### config.mk
export PLATFORM = sky130hd
export DESIGN_NAME = demux_12_pair_flat
export DESIGN_NICKNAME = d
export VERILOG_FILES = /design/src/rtl/demux_12_pair_if.sv /design/src/rtl/demux_12_pair.sv /design/src/flat_wrapper.sv
export SDC_FILE = /design/constraint.sdc
export NUM_CORES = 1
export LEC_CHECK = 0
export ABC_AREA = 0
export BUFFER_PORTS_ARGS = -buffer_cell sky130_fd_sc_hd__buf_4
export CORE_ASPECT_RATIO = 1.1
export CORE_MARGIN = 2
export CORE_UTILIZATION = 46
export CTS_CLUSTER_DIAMETER = 80
export CTS_CLUSTER_SIZE = 30
export DETAILED_ROUTE_END_ITERATION = 8
export PLACE_DENSITY_LB_ADDON = 0.2
export RECOVER_POWER = 50
export SKIP_CTS_REPAIR_TIMING = 1
export SYNTH_ARGS = -nofsm -noshare
export SYNTH_HDL_FRONTEND = slang
export SYNTH_SLANG_ARGS = --single-unit
### constraint.sdc
create_clock -name clk -period 1.25 [get_ports clk]
set_input_delay 0.125 -clock clk [delete_from_list [all_inputs] [get_ports clk]]
set_output_delay 0.125 -clock clk [all_outputs]
set_load 0.005 [all_outputs]
### src/rtl/demux_12_pair_if.sv
// ----------------------------------------------------------------------------
// demux_12_pair_if
// Purpose : Bundles the serial word input and the paired-lane outputs of
//           demux_12_pair into one port.
// Signals : data_in   [WIDTH] serial word, qualified by valid_in
//           valid_in  [1]     one word per cycle maximum
//           data_out0 [WIDTH] lane-0 word of the last completed pair
//           data_out1 [WIDTH] lane-1 word of the last completed pair
//           valid_out [1]     one-cycle pulse: a new pair was presented
//           orphan    [1]     one-cycle pulse: held lane-0 word timed out
//           lane      [1]     lane the next accepted word goes to
//           act_cnt   [16]    switching-activity count (DEMUX_ACTIVITY_CNT_EN)
// Modports: master = word source / pair consumer side, slave = demux.
// Options : DEMUX_ACTIVITY_CNT_EN adds act_cnt.
// ----------------------------------------------------------------------------
interface demux_12_pair_if #(
    parameter int unsigned WIDTH = 8
);
    logic [WIDTH-1:0] data_in;
    logic             valid_in;
    logic [WIDTH-1:0] data_out0;
    logic [WIDTH-1:0] data_out1;
    logic             valid_out;
    logic             orphan;
    logic             lane;
`ifdef DEMUX_ACTIVITY_CNT_EN
    logic [15:0]      act_cnt;

    modport master (
        output data_in, valid_in,
        input  data_out0, data_out1, valid_out, orphan, lane, act_cnt
    );

    modport slave (
        input  data_in, valid_in,
        output data_out0, data_out1, valid_out, orphan, lane, act_cnt
    );
`else
    modport master (
        output data_in, valid_in,
        input  data_out0, data_out1, valid_out, orphan, lane
    );

    modport slave (
        input  data_in, valid_in,
        output data_out0, data_out1, valid_out, orphan, lane
    );
`endif
endinterface

### src/rtl/demux_12_pair.sv
// ----------------------------------------------------------------------------
// demux_12_pair
// Purpose : Receive-side 1:2 demux. Alternate accepted words are steered to
//           lane 0 and lane 1; each completed pair is presented on
//           data_out0/data_out1 with a one-cycle valid_out pulse. A lane-0
//           word left unpaired for TIMEOUT idle cycles is dropped and flagged
//           with a one-cycle orphan pulse.
// Ports   : clk    - single clock, posedge
//           Reset  - synchronous, active-high reset
//           bus    - demux_12_pair_if.slave (data_in, valid_in in;
//                    data_out0, data_out1, valid_out, orphan, lane out)
// Params  : WIDTH   - word width
//           TIMEOUT - idle cycles tolerated in HALF; 0 waits forever
// Options : DEMUX_ACTIVITY_CNT_EN adds bus.act_cnt, a saturating 16-bit sum
//           of output bit toggles per presented pair.
// ----------------------------------------------------------------------------
module demux_12_pair #(
    parameter int unsigned WIDTH   = 8,
    parameter int unsigned TIMEOUT = 4
) (
    input  logic           clk,
    input  logic           Reset,
    demux_12_pair_if.slave bus
);

    // Idle counter sized to hold TIMEOUT; one bit minimum when disabled.
    localparam int unsigned CNT_W    = (TIMEOUT > 0) ? $clog2(TIMEOUT + 1) : 1;
    localparam bit          TO_EN    = (TIMEOUT > 0);
    localparam logic [CNT_W-1:0] CNT_LAST = (TIMEOUT > 0) ? CNT_W'(TIMEOUT - 1) : '0;

    typedef enum logic {
        S_IDLE = 1'b0,
        S_HALF = 1'b1
    } state_e;

    state_e           r_state;
    state_e           w_state_nxt;
    logic [WIDTH-1:0] r_hold;
    logic [WIDTH-1:0] w_hold_nxt;
    logic [CNT_W-1:0] r_cnt;
    logic [CNT_W-1:0] w_cnt_nxt;
    logic [WIDTH-1:0] r_dout0;
    logic [WIDTH-1:0] w_dout0_nxt;
    logic [WIDTH-1:0] r_dout1;
    logic [WIDTH-1:0] w_dout1_nxt;
    logic             r_valid;
    logic             w_valid_nxt;
    logic             r_orphan;
    logic             w_orphan_nxt;

    // State and registered outputs.
    always_ff @(posedge clk) begin
        if (Reset) begin
            r_state  <= S_IDLE;
            r_hold   <= '0;
            r_cnt    <= '0;
            r_dout0  <= '0;
            r_dout1  <= '0;
            r_valid  <= 1'b0;
            r_orphan <= 1'b0;
        end else begin
            r_state  <= w_state_nxt;
            r_hold   <= w_hold_nxt;
            r_cnt    <= w_cnt_nxt;
            r_dout0  <= w_dout0_nxt;
            r_dout1  <= w_dout1_nxt;
            r_valid  <= w_valid_nxt;
            r_orphan <= w_orphan_nxt;
        end
    end

    // Next-state and next-output decode.
    always_comb begin
        w_state_nxt  = r_state;
        w_hold_nxt   = r_hold;
        w_cnt_nxt    = r_cnt;
        w_dout0_nxt  = r_dout0;
        w_dout1_nxt  = r_dout1;
        w_valid_nxt  = 1'b0;
        w_orphan_nxt = 1'b0;

        case (r_state)
            S_IDLE: begin
                if (bus.valid_in) begin
                    w_hold_nxt  = bus.data_in;
                    w_cnt_nxt   = '0;
                    w_state_nxt = S_HALF;
                end
            end
            S_HALF: begin
                // A partner word wins over a simultaneous timeout expiry.
                if (bus.valid_in) begin
                    w_dout0_nxt = r_hold;
                    w_dout1_nxt = bus.data_in;
                    w_valid_nxt = 1'b1;
                    w_state_nxt = S_IDLE;
                end else if (TO_EN) begin
                    if (r_cnt == CNT_LAST) begin
                        // Held word is abandoned in place, not cleared.
                        w_orphan_nxt = 1'b1;
                        w_state_nxt  = S_IDLE;
                    end else begin
                        w_cnt_nxt = r_cnt + CNT_W'(1);
                    end
                end
            end
            default: begin
                w_state_nxt = S_IDLE;
            end
        endcase
    end

    assign bus.data_out0 = r_dout0;
    assign bus.data_out1 = r_dout1;
    assign bus.valid_out = r_valid;
    assign bus.orphan    = r_orphan;
    assign bus.lane      = r_state;

`ifdef DEMUX_ACTIVITY_CNT_EN
    localparam int unsigned POP_W = $clog2(WIDTH + 1);

    logic [15:0] r_act_cnt;
    logic [16:0] w_act_sum;
    logic [15:0] w_act_nxt;

    function automatic logic [POP_W-1:0] popcount(input logic [WIDTH-1:0] v);
        logic [POP_W-1:0] s;
        s = '0;
        for (int i = 0; i < int'(WIDTH); i++) begin
            s = s + POP_W'(v[i]);
        end
        return s;
    endfunction

    // Output toggles are zero unless a pair is being presented.
    always_comb begin
        w_act_sum = {1'b0, r_act_cnt}
                  + 17'(popcount(r_dout0 ^ w_dout0_nxt))
                  + 17'(popcount(r_dout1 ^ w_dout1_nxt));
        w_act_nxt = w_act_sum[16] ? 16'hFFFF : w_act_sum[15:0];
    end

    always_ff @(posedge clk) begin
        if (Reset) begin
            r_act_cnt <= '0;
        end else begin
            r_act_cnt <= w_act_nxt;
        end
    end

    assign bus.act_cnt = r_act_cnt;
`endif

endmodule

### src/flat_wrapper.sv
// flat-port wrapper written by rule: the top's interface ports become plain ports
module demux_12_pair_flat 
#(
    parameter int unsigned WIDTH   = 8,
    parameter int unsigned TIMEOUT = 4
)
  (clk, Reset, bus_data_in, bus_valid_in, bus_data_out0, bus_data_out1, bus_valid_out, bus_orphan, bus_lane);
  demux_12_pair_if #(.WIDTH(WIDTH)) bus_i ();
  input  logic clk;
  input  logic Reset;
  input wire logic [$bits(bus_i.data_in)-1:0] bus_data_in;
  input wire logic [$bits(bus_i.valid_in)-1:0] bus_valid_in;
  output wire logic [$bits(bus_i.data_out0)-1:0] bus_data_out0;
  output wire logic [$bits(bus_i.data_out1)-1:0] bus_data_out1;
  output wire logic [$bits(bus_i.valid_out)-1:0] bus_valid_out;
  output wire logic [$bits(bus_i.orphan)-1:0] bus_orphan;
  output wire logic [$bits(bus_i.lane)-1:0] bus_lane;
  assign bus_i.data_in = bus_data_in;
  assign bus_i.valid_in = bus_valid_in;
  assign bus_data_out0 = bus_i.data_out0;
  assign bus_data_out1 = bus_i.data_out1;
  assign bus_valid_out = bus_i.valid_out;
  assign bus_orphan = bus_i.orphan;
  assign bus_lane = bus_i.lane;
  demux_12_pair #(.WIDTH(WIDTH), .TIMEOUT(TIMEOUT)) u_core (.clk(clk), .Reset(Reset), .bus(bus_i));
endmodule
==> metrics.cfg <==
[min_path]
min-delay-start=bus_data_in[1]
hold_path.class=in -> reg

[detailed_routing]
met2_length_um=1167
wl_met3_um=122
m1WireLength_um=1046
drc=0
top_layer=met4
drt_iter0_markers=8
via_per_inst=5.015
drtAntennaViolNets=0
routedWlPerCell_um=12.05
dr.pass1.iters=4
vias=993
wl_um=2386

[grt]
overflow=0
antenna_found_initial=0
grt_max_degree=31
grt_pass1_vias=955
grt_usage_pct=18.22
grt_first_pass_wirelength_um=4022

[sta]
min_period_over_period_pct=98.85
post-route-min-period_ns=1.236
rsz0062_at_grt=yes
relSlewSlack_pct=75.90
fmax_ghz=0.8093
finalHoldViolCount=0
skew_ns=0.007207
drv_slew=0
setup_violations=0
worstMarginPinSlew_ns=0.3615

[power_and_ir_drop]
powerDensity_mw_per_mm2=1267
power_mw=1.918
max-vdd-ir-drop_uv=937.3
power.leakage_nw=0.5794

[synth]
synth_cell_types=23
syn_area_mm2=0.001189
ys_seq_area_share_pct=50.53
synth_nets=151
yosys_warnings=0
synth-seq-cells=30
syn_inst=138
avgSynthCellArea_um2=8.613

[die]
io-pin-count=30
start_util_pct=48.08
rows=19
coreArea_mm2=0.002472
die_y_um=57.32
dieArea_mm2=0.003007
die_width_um=52.47

[placed_design]
place_congestion=0.7453
io_buffers=29
dp_hpwl_um=1566

[run_status]
status=finished clean

[finish]
drive_gt1_share_pct=37.13
fill_cells=253
fin_util_pct=61.23
antenna_cells=0
nets=179
area_delta_synth_final_pct=27.37

[setup_path]
critPathArrivalTime_ns=1.43
crit_required_ns=1.44
crit_path_start=u_core.r_cnt[0]$_SDFFE_PP0P_
r2r-start=u_core.r_cnt[0]$_SDFFE_PP0P_
endpoint_kind=register
cp-start-kind=register
critical_path_class=reg -> reg
cp_max_fo=4

[cts]
numCtsBuffers=5
htree_levels=2
cts.path.max_buffers=2
path_clk_slew_ns=0.09
worstSkewPairLatency_ns=0.32
cts_tree=built
cts-root-buf=clkbuf_4
cts.sink_count=30

[flow_run]
maxCapViolCount=0

-- report_power, final --
group	total (mW)	internal (mW)	switching, mW	leakage (nW)
sequential	1.01	0.989	0.0243	0.245
combinational	0.171	0.0773	0.0942	0.295
clock	0.733	0.424	0.309	0.0395
-- cells in the final DEF (no fill, tap or decap), types with 2 or more instances in the layout --
cell type and count:
inv_1 2, nand2_1 46, nand2_2 4, clkbuf_4 23
nor3b_1 2, clkbuf_1 2, a21oi_1 17, dfxtp_2 3
nor2_1 5, ha_4 2, a21oi_2 10, buf_4 13
dfxtp_1 27
-- worst max-delay path, cell delays in order (launching register included) --
cell	delay [ns]
dfxtp_2	0.34
ha_4	0.16
ha_4	0.17
o21a_4	0.20
a211oi_2	0.17
nor2_1	0.06
-- kinds of logic (layout without fill, tap and decap cells) --
logic type                 count (synthesis)  in the layout  synth area share, %
AOI/OAI and AO/OA                         31             31                17.16
buffers and inverters                     12             41                7.053
and+or+nand+nor                           63             63                23.16
DFF                                       30             30                50.53
adders and majority gates                  2              2                2.105
-- cell type report --
type | instances | area [um2] | share of cell area, %
clock buffers | 7 | 45.04 | 2.975
clock inverters | 1 | 30.03 | 1.983
flip-flops and latches | 30 | 604.3 | 39.92
multi-input cells | 96 | 555.5 | 36.69
repair buffers | 31 | 232.7 | 15.37
inverters | 2 | 7.507 | 0.4959
well taps | 31 | 38.79 | 2.562
-- metal layers --
layer | track usage [%] | vias to the layer above
li1 | - | 509
met5 | 0 | -
met2 | 28.57 | 23
met3 | 7.068 | 6
met4 | 7.692 | 0
met1 | 22.11 | 455
-- registers in the layout (all words and copies together), names as in the netlist --
signal and count:
u_core.bus.data_out1 8, u_core.r_cnt 3, u_core.bus.orphan 1, u_core.bus.lane 1, u_core.r_hold 8, u_core.bus.data_out0 8
u_core.bus.valid_out 1
-- worst paths after layout --
| kind | cells past startpoint | slack (ns) | to |
|---|---|---|---|
| hold reg to reg | 2 | 0.46 | u_core.bus.data_out1[5]$_SDFFE_PP0P_ |
| setup reg to reg | 5 | 0.01 | u_core.r_cnt[0]$_SDFFE_PP0P_ |
| setup / recovery | 5 | 0.01 | u_core.r_cnt[0]$_SDFFE_PP0P_ |
| hold / removal | 3 | 0.05 | u_core.bus.data_out1[1]$_SDFFE_PP0P_ |
-- synthesized netlist by cell type --
cell type   n  area share (%)
nand2_1    46              15
dfxtp_1    30              51
a21oi_1    17             7.2
a21oi_2    10             7.4
nand2_2     5             2.6
nor2_1      5             1.6
buf_2       3             1.3
clkbuf_1    3            0.95
buf_6       2             1.9
ha_1        2             2.1
inv_1       2            0.63
nor3b_1     2             1.3
a211oi_1    1            0.63
a22oi_1     1            0.63
a32oi_1     1            0.74
and2_4      1            0.74
and2b_1     1            0.63
buf_12      1             1.7
buf_4       1            0.63
nand2b_1    1            0.53
nor2b_1     1            0.53
nor4b_1     1            0.74
o21a_1      1            0.63
-- stage by stage --
stage | area (um2) | worst slack, ns | std cells | setup TNS (ns) | hold slack [ns]
after floorplan | 1209 | 0.002729 | 138 | 0 | 0.2519
after global placement | 1404 | 0.01153 | 190 | 0 | 0.3885
after detailed placement | 1404 | -0.02488 | 190 | -0.04008 | 0.3852
after CTS | 1479 | -0.05911 | 198 | -0.1206 | 0.03192
after global routing | 1514 | -0.008670 | 198 | -0.008670 | 0.04332
final | 1514 | 0.01443 | 198 | 0 | 0.04953
No activity file was read; power rests on OpenSTA's default activity.
